## src/rtl/genius_pkg.sv

```systemverilog
// genius_pkg: shared types and constants for the Genius sequence generator.
//   - SYMBOL_W_DEF : default bits per symbol
//   - symbol_t     : symbol as stored in the preset tables
//   - mode_e       : fill source (preset 0..3, or random for codes 4..7)
//   - state_e      : fill controller states
//   - PRESETn_TAB  : 16-entry preset patterns, entry 0 in the top two bits
//   - LFSR_SEED / LFSR_TAPS : default seed and Galois tap mask
//     (x^16 + x^14 + x^13 + x^11 + 1, right-shifting form)
package genius_pkg;

  localparam int SYMBOL_W_DEF = 2;
  localparam int PRESET_LEN   = 16;

  typedef logic [SYMBOL_W_DEF-1:0] symbol_t;

  typedef enum logic [2:0] {
    PRESET0 = 3'd0,
    PRESET1 = 3'd1,
    PRESET2 = 3'd2,
    PRESET3 = 3'd3,
    RANDOM  = 3'd4
  } mode_e;

  typedef enum logic [1:0] {
    ST_IDLE = 2'd0,
    ST_FILL = 2'd1,
    ST_DONE = 2'd2
  } state_e;

  // Tables are written in playback order: the leftmost value is entry 0.
  localparam logic [31:0] PRESET0_TAB = {2'd2, 2'd1, 2'd0, 2'd1, 2'd0, 2'd2, 2'd0, 2'd2,
                                         2'd0, 2'd1, 2'd0, 2'd2, 2'd0, 2'd1, 2'd0, 2'd1};
  localparam logic [31:0] PRESET1_TAB = {2'd2, 2'd1, 2'd0, 2'd2, 2'd1, 2'd0, 2'd2, 2'd1,
                                         2'd1, 2'd0, 2'd2, 2'd0, 2'd1, 2'd2, 2'd0, 2'd1};
  localparam logic [31:0] PRESET2_TAB = {2'd0, 2'd2, 2'd1, 2'd0, 2'd2, 2'd1, 2'd1, 2'd2,
                                         2'd0, 2'd1, 2'd0, 2'd2, 2'd1, 2'd0, 2'd2, 2'd1};
  localparam logic [31:0] PRESET3_TAB = {2'd2, 2'd1, 2'd0, 2'd2, 2'd0, 2'd1, 2'd1, 2'd2,
                                         2'd0, 2'd2, 2'd1, 2'd0, 2'd0, 2'd2, 2'd1, 2'd2};

  localparam logic [15:0] LFSR_SEED = 16'hACE1;
  localparam logic [15:0] LFSR_TAPS = 16'hB400;

  // Raw preset entry; callers reduce it into their own symbol range.
  function automatic symbol_t preset_lookup(input logic [1:0] sel, input logic [3:0] idx);
    logic [31:0] tab;
    logic [3:0]  ridx;
    case (sel)
      2'd0:    tab = PRESET0_TAB;
      2'd1:    tab = PRESET1_TAB;
      2'd2:    tab = PRESET2_TAB;
      default: tab = PRESET3_TAB;
    endcase
    ridx = 4'd15 - idx;
    return tab[{ridx, 1'b0} +: 2];
  endfunction

endpackage

```

## src/rtl/genius_lfsr.sv

```systemverilog
// genius_lfsr: parametrised right-shifting Galois LFSR.
//   clock, reset  : clock, asynchronous active-high reset (state <= INIT)
//   load/load_val : synchronous load, takes priority over enable
//   enable        : advance one step
//   sym_bits      : low OUT_W bits of the current state
module genius_lfsr
  import genius_pkg::*;
#(
  parameter int           W     = 16,
  parameter int           OUT_W = 2,
  parameter logic [W-1:0] TAPS  = W'(LFSR_TAPS),
  parameter logic [W-1:0] INIT  = W'(LFSR_SEED)
) (
  input  logic             clock,
  input  logic             reset,
  input  logic             load,
  input  logic [W-1:0]     load_val,
  input  logic             enable,
  output logic [OUT_W-1:0] sym_bits
);

  logic [W-1:0] state;

  function automatic logic [W-1:0] galois_step(input logic [W-1:0] s);
    return (s >> 1) ^ (s[0] ? TAPS : '0);
  endfunction

  always_ff @(posedge clock or posedge reset) begin
    if (reset) begin
      state <= INIT;
    end else if (load) begin
      state <= load_val;
    end else if (enable) begin
      state <= galois_step(state);
    end
  end

  assign sym_bits = state[OUT_W-1:0];

endmodule

```

## src/rtl/genius_sequence_gen.sv

```systemverilog
// genius_sequence_gen: fills a DEPTH-entry symbol buffer from a preset
// pattern or a seeded LFSR on a start edge, then serves it through a
// registered indexed read port.
//   clock, reset             : clock, asynchronous active-high reset
//   start                    : level; a rising edge requests a new fill
//   mode                     : 0..3 preset pattern, 4..7 random (sampled on accept)
//   seed                     : LFSR seed for random mode, 0 selects the default
//   sequence_count           : read index
//   current_sequence_number  : symbol at sequence_count, one cycle later
//   rd_valid                 : read data comes from a completed fill
//   busy / ready             : fill in progress / buffer complete
module genius_sequence_gen
  import genius_pkg::*;
#(
  parameter int NUM_SYMBOLS = 3,
  parameter int SYMBOL_W    = SYMBOL_W_DEF,
  parameter int DEPTH       = 16,
  parameter int IDX_W       = 4,
  parameter int LFSR_W      = 16
) (
  input  logic                clock,
  input  logic                reset,
  input  logic                start,
  input  logic [2:0]          mode,
  input  logic [LFSR_W-1:0]   seed,
  input  logic [IDX_W-1:0]    sequence_count,
  output logic [SYMBOL_W-1:0] current_sequence_number,
  output logic                rd_valid,
  output logic                busy,
  output logic                ready
);

  function automatic logic [SYMBOL_W-1:0] wrap_symbol(input symbol_t raw);
    return SYMBOL_W'(int'(raw) % NUM_SYMBOLS);
  endfunction

  function automatic logic sym_in_range(input logic [SYMBOL_W-1:0] c);
    return int'(c) < NUM_SYMBOLS;
  endfunction

  state_e              state;
  logic [2:0]          mode_r;
  logic [IDX_W-1:0]    wp;
  logic                start_q;
  logic                start_q_vld;
  logic                start_edge;
  logic                accept;
  logic                is_random;
  logic [SYMBOL_W-1:0] cand;
  logic [SYMBOL_W-1:0] wr_data;
  logic                wr_en;
  logic                last_wr;
  logic [LFSR_W-1:0]   lfsr_load_val;
  logic [SYMBOL_W-1:0] seq_mem [DEPTH];

  // start_q only counts as history once it has sampled start after reset;
  // otherwise a start held high through reset would look like a fresh edge.
  assign start_edge = start & ~start_q & start_q_vld;
  assign accept     = start_edge & (state != ST_FILL);

  assign is_random     = (mode_r >= RANDOM);
  assign lfsr_load_val = (seed == '0) ? LFSR_W'(LFSR_SEED) : seed;

  genius_lfsr #(
    .W     (LFSR_W),
    .OUT_W (SYMBOL_W),
    .TAPS  (LFSR_W'(LFSR_TAPS)),
    .INIT  (LFSR_W'(LFSR_SEED))
  ) u_lfsr (
    .clock    (clock),
    .reset    (reset),
    .load     (accept),
    .load_val (lfsr_load_val),
    .enable   ((state == ST_FILL) & is_random),
    .sym_bits (cand)
  );

  // Presets repeat every 16 entries for deeper buffers.
  assign wr_data = is_random ? cand : wrap_symbol(preset_lookup(mode_r[1:0], 4'(wp)));
  assign wr_en   = (state == ST_FILL) & (~is_random | sym_in_range(cand));
  assign last_wr = wr_en & (wp == IDX_W'(DEPTH - 1));

  // Fill controller
  always_ff @(posedge clock or posedge reset) begin
    if (reset) begin
      state       <= ST_IDLE;
      start_q     <= 1'b0;
      start_q_vld <= 1'b0;
      mode_r      <= '0;
      wp          <= '0;
      busy        <= 1'b0;
      ready       <= 1'b0;
    end else begin
      start_q     <= start;
      start_q_vld <= 1'b1;
      case (state)
        ST_IDLE, ST_DONE: begin
          if (accept) begin
            mode_r <= mode;
            wp     <= '0;
            busy   <= 1'b1;
            ready  <= 1'b0;
            state  <= ST_FILL;
          end
        end
        ST_FILL: begin
          // wp parks on the last entry instead of wrapping over old data.
          if (last_wr) begin
            busy  <= 1'b0;
            ready <= 1'b1;
            state <= ST_DONE;
          end else if (wr_en) begin
            wp <= wp + 1'b1;
          end
        end
        default: state <= ST_IDLE;
      endcase
    end
  end

  always_ff @(posedge clock) begin
    if (wr_en) begin
      seq_mem[wp] <= wr_data;
    end
  end

  // Read stage: one-cycle registered lookup, gated by ready
  always_ff @(posedge clock or posedge reset) begin
    if (reset) begin
      current_sequence_number <= '0;
      rd_valid                <= 1'b0;
    end else begin
      current_sequence_number <= ready ? seq_mem[sequence_count] : '0;
      rd_valid                <= ready;
    end
  end

endmodule

```

## config.mk

```make
export PLATFORM = sky130hd
export DESIGN_NAME = genius_sequence_gen
export DESIGN_NICKNAME = d
export VERILOG_FILES = /design/src/rtl/genius_pkg.sv /design/src/rtl/genius_lfsr.sv /design/src/rtl/genius_sequence_gen.sv
export SDC_FILE = /design/constraint.sdc
export NUM_CORES = 1
export LEC_CHECK = 0
export ABC_AREA = 0
export CAP_MARGIN = 5
export CORE_ASPECT_RATIO = 1.1
export CORE_MARGIN = 4
export CORE_UTILIZATION = 56
export DETAILED_ROUTE_END_ITERATION = 16
export HOLD_SLACK_MARGIN = 0.15
export PLACE_DENSITY = 0.88
export RECOVER_POWER = 25
export SLEW_MARGIN = 25
export SYNTH_ARGS = -nofsm -noshare
export SYNTH_HDL_FRONTEND = slang
export SYNTH_SLANG_ARGS = --single-unit
```

## constraint.sdc

```tcl
create_clock -name clock -period 3.1 [get_ports clock]
set_clock_uncertainty 0.15 [all_clocks]
set_input_delay 0.465 -clock clock [delete_from_list [all_inputs] [get_ports clock]]
set_output_delay 0.465 -clock clock [all_outputs]
set_load 0.1 [all_outputs]
```

==> flow_summary.ini <==
[global_route]
grt_pass1_wl_um = 10300
grt_overflow = 0
grt_pass1_vias = 2183
grtUsageTotal_pct = 19.9
grt_max_degree = 30
antenna_found_initial = 0

[finish]
multi_input_area_um2 = 1250
finalNetCount = 336
nFillCells = 394
regArea_um2 = 1770
utilization_pct = 68.7
antenna_cells = 0
final_cell_area_um2 = 3680
drive_gt1_share_pct = 14.1
syn_to_final_growth_pct = 18.9

[worst_hold_path]
whs_path_depth = 0
hold_end = rd_valid
holdCritStartpoint = ready
min_path_type = register to register

[floorplan]
die_w_um = 78.9
core-area_um2 = 5360
io_pins = 31
die_h_um = 86.0
fp.dieArea_um2 = 6780
rows = 28
start_util_pct = 57.8

[placement]
dpl_cell_area_um2 = 3470
dp_slack_ns = 0.334
globalplace.congestion = 0.853
portBuffers = 30
dp_hpwl_um = 4660

[critical_path]
crit_type = register to register
timing.rr.end = seq_mem[12][1]
crit_arrival_ns = 2.57
cp.required_ns = 2.97
worstPathMaxFanout = 18
timing.rr.start = wp[0]
r2r_cells = 5
cp-end-kind = register
critPathLaunchType = register
rrSetupSlack_ns = 0.39

[logic_synthesis]
yosysMostFrequentCell = edfxtp_1
yosysTopAreaCell = edfxtp_1
synthesis.nets = 300
synth_top_area_share_pct = 31.0
syn-mean-instance-area_um2 = 11.8
synth_edf_count = 32
synth_ff_type = edfxtp_1
syn_area_um2 = 3100
ys_ff_latch = 64
synth.top_cells.by_count = 32 x edfxtp_1, 31 x nor2_1, 28 x nand2_1
syn_inst = 263
yosysUniqueCellTypes = 45
synth_seq_area_share_pct = 57.2
async_flop_share_pct = 50.0
ys.warnings.count = 0
synth_area_leaders = edfxtp_1 31%, dfrtp_1 19%, mux4_2 7.3%

[timing]
setup_tns_ns = 0
finalHoldViolCount = 0
maxSlewHeadroom_pct = 22.6
min_period_ns = 2.71
final.setup.worst_slack_ns = 0.392
clock.fmax_mhz = 369
drv_slew = 0
finalCritPeriodShare_pct = 87.4
worst_pin_slew_ns = 1.17
grt_setup_unrepaired = no
finalSetupViolCount = 0

[pwr]
switchingPower_mw = 1.50
p_per_area_nw_per_um2 = 1040
power_mw = 3.84
clock_power_share_pct = 21.0
pwr-share-seq_pct = 41.3
internal_power_mw = 2.34
sw_frac_of_total_pct = 39.1
pwr-share-comb_pct = 37.7
p_leak_nw = 1.42
ir_drop_v = 0.000564

[routing]
route.detailed.drc = 0
viasPerCell = 5.79
wirelength_um = 6290
ant_nets = 0
drtPass1Iterations = 4
wl_per_cell_um = 16.6
routed-via-count = 2196
drtIter0Drc = 138

[clocking]
postCtsSetupBuffers = 0
clock-root-buffer = clkbuf_8
cts_buffers = 9
clk_transition_reported_paths_ns = 0.08
clkSinkCount = 64
clk_latency_ns = 0.35
cts_tree = done
cts.path.max_buffers = 2
cts.htree.levels = 3

[job]
max_cap_violations = 0

[outcome]
status = complete, no violations
power groups by stage:
stage	combinational, mW	sequential, mW	clock, mW
finish	1.45	1.59	0.808
global route	1.62	1.62	0.861
CTS	1.46	1.58	0.822
detailed placement	1.46	1.60	0
global placement	1.41	1.58	0
floorplan	1.03	1.61	0
placed cells by master, fill, tap and decap left out, types with 6 or more instances in the layout:
cell,count
nand2b_1,9
clkdlybuf4s50_1,23
nand2_1,28
a22oi_1,10
ha_1,11
o21ai_0,14
dfrtp_1,24
inv_1,7
mux4_2,10
edfxtp_1,32
o21ai_1,6
clkbuf_8,9
nor2_1,31
nor3_1,8
dfstp_2,8
worst max path at each step:
stage / start / slack, ns / endpoint
3_5_place_dp: sequence_count[0] / 0.33 / current_sequence_number[1]
2_1_floorplan: mode_r[0] / 0.50 / seq_mem[0][0]
6_report: wp[0] / 0.39 / seq_mem[12][1]
3_3_place_gp: sequence_count[0] / 0.38 / current_sequence_number[1]
5_1_grt: mode_r[0] / 0.21 / seq_mem[13][1]
4_1_cts: mode_r[0] / 0.41 / seq_mem[12][1]
per-stage QoR:
stage | hold slack [ns] | cells
after floorplan | 0.297 | 263
after global placement | 0.312 | 362
after detailed placement | 0.317 | 362
after CTS | 0.337 | 379
after global routing | 0.357 | 379
final | 0.337 | 379
worst max-delay path: stages, from the launching register on:
cell and delay (ns):
dfrtp_1 0.72, mux2i_1 0.23, a221oi_2 0.31, a21oi_1 0.06, or4_4 0.52, a22o_1 0.39
flip-flops by register name (all words and copies together) (netlist names):
| register | flops |
|---|---|
| busy | 1 |
| current_sequence_number | 2 |
| mode_r | 3 |
| rd_valid | 1 |
| ready | 1 |
| seq_mem | 32 |
| start_q | 1 |
| start_q_vld | 1 |
| state | 2 |
| u_lfsr.state | 16 |
| wp | 4 |
cell type report:
cell class                      instances  area share (%)
Timing Repair Buffer                   36            8.53
Tap cell                               75            2.55
Sequential cell                        64            48.1
Multi-Input combinational cell        180            33.8
Inverter                                8           0.815
Clock buffer                            9            3.36
Clock inverter                          7            2.79
metal layers:
metal	wire length [µm]	vias up	global-route usage (%)
met3	266	16	4.31
li1	-	1046	-
met2	3420	57	36.0
met5	0	-	0
met1	2480	1077	22.4
met4	134	0	9.22
cell families after synthesis:
logic type | Yosys count | synth area share, %
AO/OA/AOI/OAI | 57 | 12.2
XOR/XNOR | 3 | 0.849
adder cells (fa/ha/maj) | 11 | 4.44
buffers and inverters | 19 | 2.55
flip-flops | 64 | 57.2
multiplexers | 14 | 8.57
other | 1 | 0.121
AND/OR/NAND/NOR | 94 | 14.1
what timing repair did:
action	4_1_cts	5_1_grt
hold buffers	1	0
resized for setup	0	0
hold endpoints to repair	3	0
Note: power is estimated with default switching activity, not from simulation.
